## src/rtl/demux_1to4_tdm.sv

```systemverilog
// 1-to-4 time-division demultiplexer: one valid/ready input stream steered to four
// one-entry channel registers by a frame-aligned slot counter (TDM) or an explicit select.
module demux_1to4_tdm #(
  parameter int WIDTH = 8
) (
  input  logic             clk,
  input  logic             rst_n,
  input  logic             sel_mode,
  input  logic             s1,
  input  logic             s0,
  input  logic             in_valid,
  output logic             in_ready,
  input  logic [WIDTH-1:0] in_data,
  input  logic             in_sof,
  output logic [WIDTH-1:0] y0,
  output logic [WIDTH-1:0] y1,
  output logic [WIDTH-1:0] y2,
  output logic [WIDTH-1:0] y3,
  output logic [3:0]       y_valid,
  input  logic [3:0]       y_ready,
  output logic             frame_done,
  output logic             sync_err,
  output logic [7:0]       drop_cnt
);

  typedef enum logic [0:0] {
    ST_HUNT = 1'b0,
    ST_RUN  = 1'b1
  } state_e;

  state_e           state_q, state_d, eff_state_s;
  logic [1:0]       slot_q, slot_d;
  logic [7:0]       drop_q, drop_d;
  logic             frame_done_q, frame_done_d;
  logic             sync_err_q, sync_err_d;
  logic             mode_q;
  logic [3:0]       y_valid_q, y_valid_d;
  logic [WIDTH-1:0] y_q [4];

  logic [1:0]       tgt_s;
  logic             hunt_drop_s;
  logic             accept_s;
  logic [3:0]       load_s;

  // Routing and handshake: a 1->0 mode switch is treated as HUNT in that very cycle,
  // so the first TDM beat after direct mode is never steered by a stale slot count.
  always_comb begin
    eff_state_s = (mode_q && !sel_mode) ? ST_HUNT : state_q;
    hunt_drop_s = !sel_mode && (eff_state_s == ST_HUNT) && !in_sof;
    if (sel_mode) begin
      tgt_s = {s1, s0};
    end else if (in_sof) begin
      tgt_s = 2'd0;
    end else begin
      tgt_s = slot_q;
    end
    if (hunt_drop_s) begin
      in_ready = 1'b1;
    end else begin
      in_ready = !y_valid_q[tgt_s] || y_ready[tgt_s];
    end
    accept_s = in_valid && in_ready;
    load_s   = 4'b0000;
    if (accept_s && !hunt_drop_s) begin
      load_s[tgt_s] = 1'b1;
    end else begin
      load_s = 4'b0000;
    end
  end

  // Frame tracker next state; frozen entirely in direct mode.
  always_comb begin
    state_d      = eff_state_s;
    slot_d       = slot_q;
    drop_d       = drop_q;
    frame_done_d = 1'b0;
    sync_err_d   = 1'b0;
    if (!sel_mode && accept_s) begin
      case (eff_state_s)
        ST_HUNT: begin
          if (in_sof) begin
            state_d = ST_RUN;
            slot_d  = 2'd1;
          end else if (drop_q != 8'hFF) begin
            drop_d = drop_q + 8'd1;
          end else begin
            drop_d = drop_q;
          end
        end
        ST_RUN: begin
          if (in_sof) begin
            slot_d     = 2'd1;
            sync_err_d = (slot_q != 2'd0);
          end else begin
            slot_d       = slot_q + 2'd1;
            frame_done_d = (slot_q == 2'd3);
          end
        end
        default: begin
          state_d = ST_HUNT;
        end
      endcase
    end else begin
      state_d = eff_state_s;
    end
  end

  // Channel occupancy: a load wins over a same-cycle drain.
  always_comb begin
    y_valid_d = y_valid_q;
    for (int k = 0; k < 4; k++) begin
      if (load_s[k]) begin
        y_valid_d[k] = 1'b1;
      end else if (y_ready[k]) begin
        y_valid_d[k] = 1'b0;
      end else begin
        y_valid_d[k] = y_valid_q[k];
      end
    end
  end

  // Control and status registers.
  always_ff @(posedge clk or negedge rst_n) begin
    if (!rst_n) begin
      state_q      <= ST_HUNT;
      slot_q       <= 2'd0;
      drop_q       <= 8'd0;
      frame_done_q <= 1'b0;
      sync_err_q   <= 1'b0;
      mode_q       <= 1'b0;
      y_valid_q    <= 4'b0000;
    end else begin
      state_q      <= state_d;
      slot_q       <= slot_d;
      drop_q       <= drop_d;
      frame_done_q <= frame_done_d;
      sync_err_q   <= sync_err_d;
      mode_q       <= sel_mode;
      y_valid_q    <= y_valid_d;
    end
  end

  // Channel data registers hold their last value after draining.
  always_ff @(posedge clk or negedge rst_n) begin
    if (!rst_n) begin
      for (int k = 0; k < 4; k++) begin
        y_q[k] <= {WIDTH{1'b0}};
      end
    end else begin
      for (int k = 0; k < 4; k++) begin
        if (load_s[k]) begin
          y_q[k] <= in_data;
        end
      end
    end
  end

  assign y0         = y_q[0];
  assign y1         = y_q[1];
  assign y2         = y_q[2];
  assign y3         = y_q[3];
  assign y_valid    = y_valid_q;
  assign frame_done = frame_done_q;
  assign sync_err   = sync_err_q;
  assign drop_cnt   = drop_q;

endmodule

```

## config.mk

```make
export PLATFORM = sky130hd
export DESIGN_NAME = demux_1to4_tdm
export DESIGN_NICKNAME = d
export VERILOG_FILES = /design/src/rtl/demux_1to4_tdm.sv
export SDC_FILE = /design/constraint.sdc
export NUM_CORES = 1
export LEC_CHECK = 0
export ABC_AREA = 1
export CELL_PAD_IN_SITES_DETAIL_PLACEMENT = 1
export CELL_PAD_IN_SITES_GLOBAL_PLACEMENT = 1
export CORE_UTILIZATION = 31
export CTS_BUF_LIST = sky130_fd_sc_hd__clkbuf_8 sky130_fd_sc_hd__clkbuf_16
export CTS_CLUSTER_SIZE = 20
export DETAILED_ROUTE_END_ITERATION = 7
export GPL_TIMING_DRIVEN = 0
export PLACE_DENSITY_LB_ADDON = 0.1
export SLEW_MARGIN = 10
export SYNTH_ARGS = -nofsm -noshare
export SYNTH_HDL_FRONTEND = slang
export SYNTH_SLANG_ARGS = --single-unit
export TNS_END_PERCENT = 30
```

## constraint.sdc

```tcl
create_clock -name clk -period 1.7 [get_ports clk]
set_input_delay 0.34 -clock clk [delete_from_list [all_inputs] [get_ports clk]]
set_output_delay 0.34 -clock clk [all_outputs]
set_load 0.05 [all_outputs]
```

==> metrics.txt <==
Crit path depth 9; Iteration-0 DRC Markers 51; relative slew slack 0.643; first-pass iteration count of the detailed router 4; CP endpoint kind output pin; final hold violation count 1; layout cells sized above 1 0.296; port buffer count 65; max-slew violations 0; Ports 66; Initial Util 0.322; largest area contributor in the netlist dfrtp_1; Placement Setup Slack -1.24 ns; Max Fclk 533 MHz; core box area 7730 um2; largest cells by area after synthesis dfrtp_1 50%, nand2_1 14%, o21ai_2 5.6%; CTS buffer count 5; Cell Rows 32; slowest cell delay on critical path 0.46 ns; Synth warnings 0; Worst-Margin Slew 0.535 ns; maximum number of pins on one net before global-route repair 31; CP cell instances nand2_4, nand2_4, buf_6, nand3_2, nand2_2, nand2_2, nand2_4, nand3_4, buf_8; cell area after layout 3820 um2; Worst path slowest cell dfrtp_2; worst setup margin -0.176 ns; vias per cell 4.58; Required @ worst endpoint 1.36 ns; CP top delay family simple AND/OR/NAND/NOR gates; Mapped Cells 279; Top cell by count, worst path nand2_4; CP Launch Type flop; Placed Area 3290 um2; CTS clk-pin slew, worst paths 0.10 ns; crit-path max FO 3; register area share after synthesis 0.503; Die Height 91.6 um; Post-Syn Area 2490 um2; launching point of the worst reg2reg path slot_q[0]; Min Hold Slack -0.000525 ns; leak pwr 1.94 nW; Final Util 0.494; Worst R2R Setup Slack -0.09 ns; critical path class reg2out; ant diodes 0; maximum capacitance violations 0; Min Clock Period, post-route 1.88 ns; CTS root buf clkbuf_8; top-area cell type share of the netlist area 0.503; vias in the first global route 2332; htree depth 2; Layout Nets 399; Unique masters post-synth 28; CP bufs+invs 2; CTS sink count 50; GR Util All Layers 0.187; Data arrival, critical path 1.54 ns; DRC violations left 0; first-pass GRT wire length 12100 um; final worst path period share 1.10; VDD IR-drop max 0.591 mV; WL per Instance 15.1 um; final setup vio count 40; RSZ-0062 raised after global routing true; antenna violations before repair 0; Reg2Reg Capture Point y2[5]; gr ovfl total 0; Vias 2199; hold crit path type in2async; Area growth, synth to finish 53.5%; Power Density 1270 nW/um2; CTS tree done; die area 8390 um2; Clk Latency, worst-skew pair 0.31 ns; Longest Clk Path Bufs 2; worst reg-to-reg path cell count 14; Post-Synthesis Mean Instance Area 8.92 um2; synthesized net count 301; failing checks negative hold slack, negative setup slack; HPWL after DPL 4850 um; synthesized flop and latch total 50; Die Wd 91.6 um; routability cong. 0.752; status complete, but fails checks; Routed Antenna Nets 0; drt total wl 7260 um; final setup skew 0.00956 ns
cell usage after synthesis, drive strengths merged:
library cell / count
o22ai: 1
a21oi: 1
o21ai: 29
nor3: 2
buf: 3
nand2: 102
inv: 37
xor2: 3
nor4: 1
a21boi: 1
ha: 3
nand4: 2
nor2: 13
dfrtp: 50
o21bai: 8
nand3: 23
per-layer routing:
| layer | share of wire | global-route usage |
|---|---|---|
| met1 | 0.47 | 0.255 |
| met2 | 0.48 | 0.305 |
| met3 | 0.038 | 0.0318 |
| met4 | 0.013 | 0.0489 |
| met5 | 0 | 0 |
registers in the layout, summed over array words and instances (netlist names):
signal / cells
drop_cnt: 8
y0: 8
y1: 8
y2: 8
y3: 8
y_valid: 4
slot_q: 2
frame_done: 1
mode_q: 1
state_q: 1
sync_err: 1
metrics by stage:
stage | std cells | TNS [ns] | power, W
2_1_floorplan | 279 | 0 | 0.00313
3_3_place_gp | 446 | -101.44 | 0.00389
3_5_place_dp | 447 | -32.92 | 0.00392
4_1_cts | 478 | -0.996 | 0.00478
5_1_grt | 480 | -6.98 | 0.00512
6_report | 480 | -2.14 | 0.00486
layout by cell type, fill, tap and decap left out, types with 4 or more instances in the layout:
cell type        synthesis  routed
buf_4                    0      12
buf_6                    1      11
clkbuf_8                 0       5
clkdlybuf4s50_1          0      13
dfrtp_1                 50      46
dfrtp_2                  0       4
dlygate4sd2_1            0      48
inv_1                   33      34
nand2_1                 95      70
nand2_2                  4      15
nand2_4                  3      15
nand3_1                 18      16
nand3_4                  2       4
nor2_1                   9       8
o21ai_0                 12       4
o21ai_1                  1       7
o21ai_2                 16      17
o21bai_1                 8       8
report_power, final:
group	total, W	leakage [nW]	switching (W)	internal [W]
logic	0.00231	1.29	0.00161	0.000705
registers	0.00168	0.594	0.000205	0.00148
clock network	0.000866	0.0556	0.000432	0.000434
total	0.00486	1.94	0.00225	0.00262
logic make-up (layout without fill, tap and decap cells):
kind of cell	Yosys count	in the layout	share of synthesized area
flip-flops	50	50	0.503
buffers and inverters	40	139	0.0744
AND/OR/NAND/NOR	143	143	0.279
AO/OA/AOI/OAI	40	40	0.119
XOR/XNOR	3	3	0.0106
adder cells (fa/ha/maj)	3	3	0.0151
worst max-delay path by stage:
stage / start / slack [ns] / endpoint
3_5_place_dp: sel_mode / -1.24 / in_ready
6_report: slot_q[0] / -0.18 / in_ready
3_3_place_gp: rst_n / -1.58 / y_valid[2]
4_1_cts: slot_q[0] / -0.19 / in_ready
5_1_grt: slot_q[0] / -0.24 / in_ready
2_1_floorplan: drop_cnt[0] / 0.04 / drop_cnt[7]
final cells by class:
| class | count | area [um2] |
|---|---|---|
| fillers | 888 | 3910 |
| flip-flops and latches | 50 | 1260 |
| multi-input cells | 189 | 1240 |
| repair buffers | 91 | 880 |
| inverters | 37 | 151 |
| well taps | 102 | 128 |
| clock buffers | 5 | 68.8 |
| plain buffers | 3 | 51.3 |
| clock inverters | 3 | 41.3 |
worst register-to-register path, cell delays in order, from the launching register on:
cell and delay [ns]:
dfrtp_2 0.46, nand2_4 0.10, nand2_4 0.06, nand2_4 0.10, buf_6 0.10, nand2_2 0.03
nand2_1 0.07, nand2_1 0.06, nand3_2 0.08, nand3_4 0.12, buf_6 0.15, nor2_4 0.14
buf_6 0.14, nand2_1 0.05, nand2_1 0.06
repair_timing:
item                       CTS  global route
setup buffers               21             2
resized for setup          105            35
hold buffers                 0             0
cloned                       2             0
pin swaps                   15             8
setup endpoints to repair   96            47
Power figures use the tool's default switching activity.
